==> src/rtl/conv5x5_feeder.sv <==
// Sequencer for the 5x5 power-of-two systolic kernel: loads weight columns, streams
// byte-serial pixel columns, drives the kernel ctrl word and tags full-window results.
module conv5x5_feeder #(
  parameter int unsigned COLS    = 32,
  parameter int unsigned OUT_LAT = 11,
  parameter int unsigned RES_DLY = 0
) (
  input  logic        clk,
  input  logic        rst_n,
  input  logic        start,
  input  logic        reuse_w,
  input  logic        w_valid,
  output logic        w_ready,
  input  logic [19:0] w_data,
  input  logic        px_valid,
  output logic        px_ready,
  input  logic [39:0] px_data,
  output logic [7:0]  in1,
  output logic [7:0]  in2,
  output logic [7:0]  in3,
  output logic [7:0]  in4,
  output logic [7:0]  in5,
  output logic [3:0]  ctrl,
  output logic        res_valid,
  output logic        res_msb,
  output logic        line_done,
  output logic        underrun
);

  localparam int unsigned CW = $clog2(COLS);
  localparam int unsigned DW = $clog2(OUT_LAT + 2);
  localparam int unsigned MW = RES_DLY + 1;
  localparam int unsigned TW = OUT_LAT + 1;

  typedef enum logic [2:0] {IDLE, WLOAD, DATA_L, DATA_M, DRAIN} state_t;

  state_t         state;
  logic [2:0]     beat;
  logic           half;
  logic [CW-1:0]  col;
  logic [DW-1:0]  dcnt;
  logic [2:0]     ctrl_lo;
  logic [MW-1:0]  msb_pipe;
  logic [TW-1:0]  tag;

  // Carry select is the MSB-phase flag seen through a RES_DLY-stage delay line
  assign ctrl = {msb_pipe[RES_DLY], ctrl_lo};

  // State register and registered outputs; each edge registers the slot decided by state
  always_ff @(posedge clk or negedge rst_n) begin
    if (!rst_n) begin
      state     <= IDLE;
      beat      <= '0;
      half      <= 1'b0;
      col       <= '0;
      dcnt      <= '0;
      ctrl_lo   <= 3'b100;
      msb_pipe  <= '0;
      tag       <= '0;
      in1       <= '0;
      in2       <= '0;
      in3       <= '0;
      in4       <= '0;
      in5       <= '0;
      w_ready   <= 1'b0;
      px_ready  <= 1'b0;
      res_valid <= 1'b0;
      res_msb   <= 1'b0;
      line_done <= 1'b0;
      underrun  <= 1'b0;
    end else begin
      line_done <= 1'b0;
      msb_pipe  <= msb_pipe << 1;
      tag       <= tag << 1;
      res_valid <= tag[OUT_LAT-1] | tag[OUT_LAT];
      res_msb   <= tag[OUT_LAT];
      case (state)
        IDLE: begin
          ctrl_lo <= 3'b100;
          in1 <= '0; in2 <= '0; in3 <= '0; in4 <= '0; in5 <= '0;
          // A start coinciding with line_done is dropped
          if (start && !line_done) begin
            underrun <= 1'b0;
            beat     <= '0;
            half     <= 1'b0;
            col      <= '0;
            dcnt     <= '0;
            if (reuse_w) begin
              px_ready <= 1'b1;
              state    <= DATA_L;
            end else begin
              w_ready <= 1'b1;
              state   <= WLOAD;
            end
          end
        end
        WLOAD: begin
          if (!half) begin
            if (w_valid) begin
              in1     <= {4'b0, w_data[3:0]};
              in2     <= {4'b0, w_data[7:4]};
              in3     <= {4'b0, w_data[11:8]};
              in4     <= {4'b0, w_data[15:12]};
              in5     <= {4'b0, w_data[19:16]};
              w_ready <= 1'b0;
              if (beat == 3'd4) begin
                ctrl_lo  <= 3'b001;
                px_ready <= 1'b1;
                state    <= DATA_L;
              end else begin
                ctrl_lo <= 3'b000;
                half    <= 1'b1;
              end
            end else begin
              ctrl_lo <= 3'b100;
            end
          end else begin
            ctrl_lo <= 3'b000;
            half    <= 1'b0;
            beat    <= beat + 3'd1;
            w_ready <= 1'b1;
          end
        end
        DATA_L: begin
          ctrl_lo  <= 3'b010;
          px_ready <= 1'b0;
          // The array cannot stall mid-line, so a missing column becomes zeros
          if (px_valid) begin
            in1 <= px_data[7:0];
            in2 <= px_data[15:8];
            in3 <= px_data[23:16];
            in4 <= px_data[31:24];
            in5 <= px_data[39:32];
          end else begin
            in1 <= '0; in2 <= '0; in3 <= '0; in4 <= '0; in5 <= '0;
            underrun <= 1'b1;
          end
          if (col >= CW'(4)) tag <= (tag << 1) | TW'(1);
          state <= DATA_M;
        end
        DATA_M: begin
          ctrl_lo  <= 3'b100;
          msb_pipe <= (msb_pipe << 1) | MW'(1);
          if (col == CW'(COLS - 1)) begin
            dcnt  <= '0;
            state <= DRAIN;
          end else begin
            col      <= col + CW'(1);
            px_ready <= 1'b1;
            state    <= DATA_L;
          end
        end
        DRAIN: begin
          in1 <= '0; in2 <= '0; in3 <= '0; in4 <= '0; in5 <= '0;
          if (!dcnt[0]) begin
            ctrl_lo <= 3'b010;
          end else begin
            ctrl_lo  <= 3'b100;
            msb_pipe <= (msb_pipe << 1) | MW'(1);
          end
          if (dcnt == DW'(OUT_LAT + 1)) begin
            line_done <= 1'b1;
            state     <= IDLE;
          end else begin
            dcnt <= dcnt + DW'(1);
          end
        end
        default: state <= IDLE;
      endcase
    end
  end

endmodule

==> config.mk <==
export PLATFORM = sky130hd
export DESIGN_NAME = conv5x5_feeder
export DESIGN_NICKNAME = d
export VERILOG_FILES = /design/src/rtl/conv5x5_feeder.sv
export SDC_FILE = /design/constraint.sdc
export NUM_CORES = 1
export LEC_CHECK = 0
export BUFFER_PORTS_ARGS = -buffer_cell sky130_fd_sc_hd__buf_2
export CAP_MARGIN = 10
export CORE_AREA = 2 2 89 91
export DETAILED_ROUTE_END_ITERATION = 10
export DIE_AREA = 0 0 91 93
export GPL_TIMING_DRIVEN = 0
export PLACE_DENSITY_LB_ADDON = 0.25
export SETUP_SLACK_MARGIN = 0.15
export SKIP_CTS_REPAIR_TIMING = 1
export SLEW_MARGIN = 10
export SYNTH_ARGS = -nofsm -noshare
export SYNTH_HDL_FRONTEND = slang
export SYNTH_SLANG_ARGS = --single-unit
==> constraint.sdc <==
create_clock -name clk -period 1.6 [get_ports clk]
set_input_delay 0.08 -clock clk [delete_from_list [all_inputs] [get_ports clk]]
set_output_delay 0.08 -clock clk [all_outputs]
set_load 0.01 [all_outputs]
==> run_results.csv, run 1 <==
group,metric,value,unit
run_status,status,"complete, but fails checks",
run_status,violations,"negative setup slack",
placement,dpl.cell_count,510,
sta,rsz0062_at_grt,"true",
hold_path,holdPathStages,3,
clock_network,htreeDepth,3,
logic_synthesis,syn-num-nets,365,
power_and_ir_drop,power.leakage,0.002306,uW
die,dieArea,8463,sq um
logic_synthesis,ys_warn_count,0,
clock_network,cts_tree,"built",
die,initial_utilization,0.4335,
sta,fin_crit,1.701,ns
global_routing,grt_use_total,0.1742,
setup_path,r2r_cells,7,
logic_synthesis,synth_top_area_cell,"dfrtp_1",
setup_path,crit_chain,"ha_2 -> and3_4 -> ha_4 -> nand3b_1 -> nand2_1 -> nand2_2 -> mux2_2",
setup_path,slowest_stage,"dfrtp_1",
setup_path,start_kind,"flip-flop",
logic_synthesis,syn-mean-instance-area,11.18,sq um
die,die_h,93,um
logic_synthesis,ys.flop_type,"dfrtp_1",
clock_network,clk_pin_slew,0.08,ns
routing,wirelength,7784,um
setup_path,crit_cells,7,
sta,hold_viol,0,
setup_path,cp.arrival,1.93,ns
clock_network,cts.sinks,78,
global_routing,grt_pass1_wl,11760,um
global_routing,grt-ovfl-total,0,
routing,drc,0,
power_and_ir_drop,powerDensity,1728,nW/um^2
sta,tightest_slew,0.5032,ns
logic_synthesis,synth_area,3263,sq um
layout,areaGrowthSynthToFinish,42.33,%
logic_synthesis,yosysSeqAreaShare,0.5985,
sta,max-slew-margin-rel,0.6646,
setup_path,endpoint_kind,"flip-flop",
setup_path,path_max_fanout,3,
routing,vias,2823,
routing,drt_first_pass_iters,4,
sta,setup_tns,-0.5470,ns
job,drv_cap,0,
setup_path,critPathRequiredTime,1.83,ns
clock_network,cts_buffers,9,
global_routing,grt_max_degree,41,
layout,fin_nets,526,
layout,multi_input_area,1280,sq um
layout,diodes,0,
layout,layoutNonFillerInstCount,559,
setup_path,criticalPathCategory,"reg2reg",
die,fp.dieW,91,um
hold_path,hp-class,"in2reg",
power_and_ir_drop,total_power,8025,uW
die,ios,116,
logic_synthesis,synth_area_leaders,"dfrtp_1 59%, a22o_1 5.9%, a22oi_1 4.6%, o21ai_0 4.4%, nand2_1 3.9%",
routing,drt_iter0_drc,123,
logic_synthesis,synth_edf_count,0,
routing,wl_per_cell,13.92,um
sta,fmax,0.5879,GHz
layout,regArea,1953,sq um
logic_synthesis,synth_seq_cells,78,
routing,postRouteAntennaNets,0,
die,rows,32,
setup_path,cpPeakStageDelay,0.41,ns
layout,final_util,0.6170,
placement,port_buffers,115,
global_routing,grt_pass1_vias,2445,
sta,setup_slack,-0.1009,ns
placement,hpwl,5247,um
sta,period_share,1.063,
logic_synthesis,synthCells,292,
logic_synthesis,synth_top_area_share,0.5905,
clock_network,ctsLongestPathBuffers,2,
layout,final_common_cell,"buf_2",
global_routing,antenna_found_initial,0,
sta,slew_violations,0,
clock_network,clockRootBuffer,"clkbuf_8",
clock_network,clkLatencyLatePin,0.34,ns
sta,setup_viol,9,
logic_synthesis,synth_cell_types,47,
sta,fin_worst_skew,0.01053,ns
placement,place_congestion,0.7699,
die,coreArea,7527,sq um
layout,drive_gt1_frac,0.4136,
power_and_ir_drop,vdd_drop_max,1021,uV
setup_path,crit_buf_inv,0,
setup_path,critPathTopFamily,"simple AND/OR/NAND/NOR gates",
logic_synthesis,synthArstFlopShare,1.000,
routing,vias_per_cell,5.050,
layout,nFillCells,641,
layout,mostFrequentLayoutCells,"117 x buf_2, 77 x dfrtp_1, 33 x nand2_1, 22 x a22o_1, 21 x dlygate4sd3_1",
[where the power goes]
part           internal, uW  leakage [uW]  total [uW]  switching, uW
registers              2800      0.000992        3270            472
clock network           756     0.0000983        1430            678
logic                  1510       0.00122        3320           1810
total                  5070       0.00231        8030           2960
[layer usage]
| layer | track usage | routed length [um] | vias up |
|---|---|---|---|
| met3 | 0.04674 | 397 | 8 |
| met4 | 0.05303 | 79 | 0 |
| li1 | - | - | 1380 |
| met2 | 0.2673 | 3768 | 78 |
| met5 | 0 | 0 | - |
| met1 | 0.2444 | 3538 | 1357 |
[tightest hold or removal path, delay by kind of cell]
family                 cells  cell delay [ns]
AO/OA/AOI/OAI              2             0.16
buffers and inverters      1             0.08
[through the flow]
step	hold WS (ns)	area, sq um	worst slack (ns)
2_1_floorplan	-0.2156	3283	-0.01191
3_3_place_gp	0.3129	3986	-0.1982
3_5_place_dp	0.08091	4009	-0.2589
4_1_cts	-0.2920	4207	-0.2846
5_1_grt	0.02134	4644	-0.1913
6_report	0.01015	4644	-0.1009
[synth_stat cells (2+ instances only)]
library cell  number
xnor2_1            2
nor4_1             2
nand2b_1           4
nor3b_1            3
dfrtp_1           77
buf_2              7
clkbuf_1           8
o31a_1             2
nor2_1             8
inv_1             10
o21ai_0           29
ha_1               7
a211oi_1           2
a22oi_1           20
a21oi_1           11
buf_1              3
a22o_1            22
nor3_1             3
nand3_1           10
a32o_1             2
nand2_1           34
[flip-flops by register name, summed over array words and instances (netlist names), 3 cells and up]
signal and count:
tag 12, in1 8, in2 8, in3 8, in4 8, in5 8
col 5, dcnt 4, beat 3, ctrl_lo 3, state 3
[path summary, 6_finish.rpt]
kind	startpoint	end	slack (ns)
hold / removal	w_data[13]	in4[1]	0.01
min in group asynchronous	rst_n	in4[7]	0.25
setup reg to reg	col[0]	col[0]	-0.10
hold reg to reg	tag[1]	tag[2]	0.35
max in group asynchronous	rst_n	ctrl_lo[2]	0.71
setup / recovery	col[0]	col[0]	-0.10
[kinds of logic after synthesis]
| family | synth area share |
|---|---|
| fa+ha+maj | 0.02684 |
| simple gates | 0.1112 |
| mux | 0.003451 |
| compound gates | 0.2113 |
| buf+inv | 0.04065 |
| xor+xnor | 0.008054 |
| flops | 0.5985 |
[layout make-up]
cell class / count / area share
buffer: 20 / 0.02909
clock buffer: 10 / 0.02963
clock inverter: 5 / 0.01293
inverter: 10 / 0.008890
multi-input combinational: 184 / 0.2756
sequential: 78 / 0.4205
tap: 102 / 0.02748
timing repair buffer: 150 / 0.1959
No activity file was read; power rests on OpenSTA's default activity.
==> run 2, diff against run 1 <==
- ABC_AREA: not set -> 1
- BUFFER_PORTS_ARGS: -buffer_cell sky130_fd_sc_hd__buf_2 -> -buffer_cell sky130_fd_sc_hd__buf_4
- CORE_AREA: 2 2 89 91 -> 2 2 91 93
- DIE_AREA: 0 0 91 93 -> 0 0 93 95
==> run 2 against run 1 <==
The flow finishes with violations (negative hold slack). First-iteration DRC count down 18%. Count of clock-buffer cells in the layout unchanged. Utilization up 3.5 points. Design area up 11%. Worst setup slack better by 0.18 ns. Combinational power up 25%. Largest cell class unchanged. Routed wire length up 12%. Maximum frequency up 12%. Critical path depth up 3. Sequential cell count unchanged.
==> run_results.csv, run 2 <==
group,metric,value,unit
logic_synthesis,yosysSeqAreaShare,0.5683,
die,ios,116,
logic_synthesis,syn-mean-instance-area,8.106,sq um
clock_network,ctsLongestPathBuffers,2,
clock_network,clockRootBuffer,"clkbuf_8",
setup_path,cpPeakStageDelay,0.42,ns
die,dieArea,8835,sq um
power_and_ir_drop,power.leakage,0.002866,uW
die,die_h,95,um
setup_path,crit_chain,"ha_2 -> nand2_2 -> nor2_4 -> ha_4 -> inv_2 -> o21ai_2 -> nor2_2 -> nand3_2 -> nand2_1 -> nand2_1",
layout,diodes,0,
clock_network,cts_tree,"built",
sta,fmax,0.6579,GHz
sta,fin_crit,1.520,ns
routing,vias_per_cell,4.666,
logic_synthesis,synth_top_area_cell,"dfrtp_1",
power_and_ir_drop,switching_share,0.3853,
logic_synthesis,synth_edf_count,0,
logic_synthesis,synth_area_leaders,"dfrtp_1 56%, nand2_1 26%, ha_1 2.5%, nand3_1 2.2%, inv_1 2.0%",
setup_path,critPathTopFamily,"simple AND/OR/NAND/NOR gates",
global_routing,antenna_found_initial,0,
logic_synthesis,synthArstFlopShare,1.000,
clock_network,clk_pin_slew,0.08,ns
sta,setup_slack,0.07995,ns
placement,dpl_worst_slack,0.01074,ns
setup_path,critPathRequiredTime,1.83,ns
sta,slew_violations,0,
global_routing,grt.met3_usage,0.04469,
layout,areaGrowthSynthToFinish,50.35,%
layout,top_register,"tag",
logic_synthesis,synth_cell_types,27,
logic_synthesis,synth.most_common_cell,"nand2_1",
global_routing,grt-ovfl-total,0,
clock_network,htreeDepth,3,
sta,setup_tns,0,ns
die,coreArea,7928,sq um
die,rows,33,
setup_path,path_max_fanout,4,
layout,final_common_cell,"nand2_1",
logic_synthesis,ys_top_cells_by_count,"241 x nand2_1, 77 x dfrtp_1, 18 x inv_1, 18 x nor2_1, 15 x nand3_1",
hold_path,hp-class,"in2reg",
layout,mostFrequentLayoutCells,"228 x nand2_1, 128 x buf_4, 75 x dfrtp_1, 22 x dlygate4sd3_1, 15 x inv_1",
setup_path,start_kind,"flip-flop",
placement,port_buffers,115,
layout,drive_gt1_frac,0.3345,
global_routing,top_usage_layer,"met2",
layout,fin_nets,657,
die,initial_utilization,0.4336,
global_routing,use_met2,0.3219,
routing,wirelength,8733,um
sta,setup_viol,0,
die,fp.dieW,93,um
power_and_ir_drop,p_seq_frac,0.347,
placement,placed_cell_area,4432,sq um
setup_path,criticalPathCategory,"reg2reg",
run_status,status,"complete, but fails checks",
sta,fin_hold_ws,-0.001074,ns
logic_synthesis,ys.flop_type,"dfrtp_1",
logic_synthesis,synth_seq_cells,78,
power_and_ir_drop,vdd_drop_max,957.9,uV
job,drv_cap,0,
sta,max-slew-margin-rel,0.3541,
logic_synthesis,syn-num-nets,497,
logic_synthesis,ys_warn_count,0,
clock_network,clkLatencyLatePin,0.35,ns
logic_synthesis,synthCells,424,
setup_path,crit_buf_inv,1,
sta,rsz0062_at_grt,"true",
sta,period_share,0.9500,
global_routing,grt_max_degree,79,
global_routing,grt_pass1_wl,13060,um
setup_path,slowest_stage,"dfrtp_1",
layout,design_area,5167,sq um
global_routing,globalRouteMet1Util,0.2348,
routing,vias,3238,
setup_path,cp.arrival,1.75,ns
power_and_ir_drop,p_int,5471,uW
placement,hpwl,5600,um
routing,drt_first_pass_iters,4,
power_and_ir_drop,combPwrFrac,0.468,
clock_network,cts.sinks,78,
logic_synthesis,synth_top_area_share,0.5606,
run_status,violations,"negative hold slack",
routing,postRouteAntennaNets,0,
power_and_ir_drop,clkPwrFrac,0.186,
clock_network,cts_buffers,9,
sta,hold_viol,1,
routing,wl_per_cell,12.58,um
setup_path,path_common_cell,"nand2_1",
power_and_ir_drop,p_switching,3429,uW
placement,place_congestion,0.7904,
power_and_ir_drop,powerDensity,1722,nW/um^2
routing,drt_iter0_drc,101,
layout,largest_register_ffs,12,
sta,tightest_slew,0.9689,ns
logic_synthesis,synth_area,3437,sq um
setup_path,endpoint_kind,"flip-flop",
sta,fin_worst_skew,0.01113,ns
global_routing,grt_use_total,0.1887,
routing,drc,0,
global_routing,grt_pass1_vias,2940,
-- run 2: final timing paths --
check                      startpoint          to  depth (start not counted)  slack (ns)
max                            col[0]    px_ready                         10        0.08
min                           w_valid  ctrl_lo[2]                          4      -0.001
max reg2reg                    col[0]    px_ready                         10        0.08
min reg2reg                    tag[6]      tag[7]                          0        0.35
max in group asynchronous       rst_n    state[1]                          2        0.49
min in group asynchronous       rst_n      in2[6]                          2        0.42
-- run 2: cell families after synthesis --
logic type,synth area share
xor+xnor,0.007646
buf+inv,0.04477
flops,0.5683
fa+ha+maj,0.02548
simple gates,0.3269
compound gates,0.02694
-- run 2: metal layers --
layer | up-vias | wire length (um)
met4 | 0 | 187
met3 | 16 | 509
li1 | 1633 | -
met2 | 105 | 4273
met5 | - | 0
met1 | 1484 | 3763
-- run 2: final cells by class --
class,instances,area (sq um)
fill,674,2760
sequential,78,1956
multi-input combinational,311,1453
timing repair buffer,149,1185
clock buffer,10,137.6
tap,105,131.4
buffer,14,130.1
clock inverter,6,93.84
inverter,21,81.33
-- run 2: worst register-to-register path: stages (launching register included) --
cell and delay (ns):
dfrtp_1 0.42, ha_2 0.20, nand2_2 0.10, nor2_4 0.05, ha_4 0.17, inv_2 0.05, o21ai_2 0.05, nor2_2 0.13
nand3_2 0.11, nand2_1 0.08, nand2_1 0.05
-- run 2: metrics by stage --
step                power (uW)  instances    util
floorplan                 5147        424       -
global placement          6570        644  0.5590
detailed placement        6644        644  0.5590
CTS                       8330        660  0.5882
global route              9622        694  0.6518
finish                    8899        694  0.6518
-- run 2: power groups by stage --
stage          Combinational (uW)  Sequential, uW  Clock (uW)
5_1_grt                      4660            3160        1800
6_report                     4160            3090        1650
3_3_place_gp                 3500            3070           0
2_1_floorplan                1880            3270           0
3_5_place_dp                 3540            3100           0
4_1_cts                      3560            3060        1710
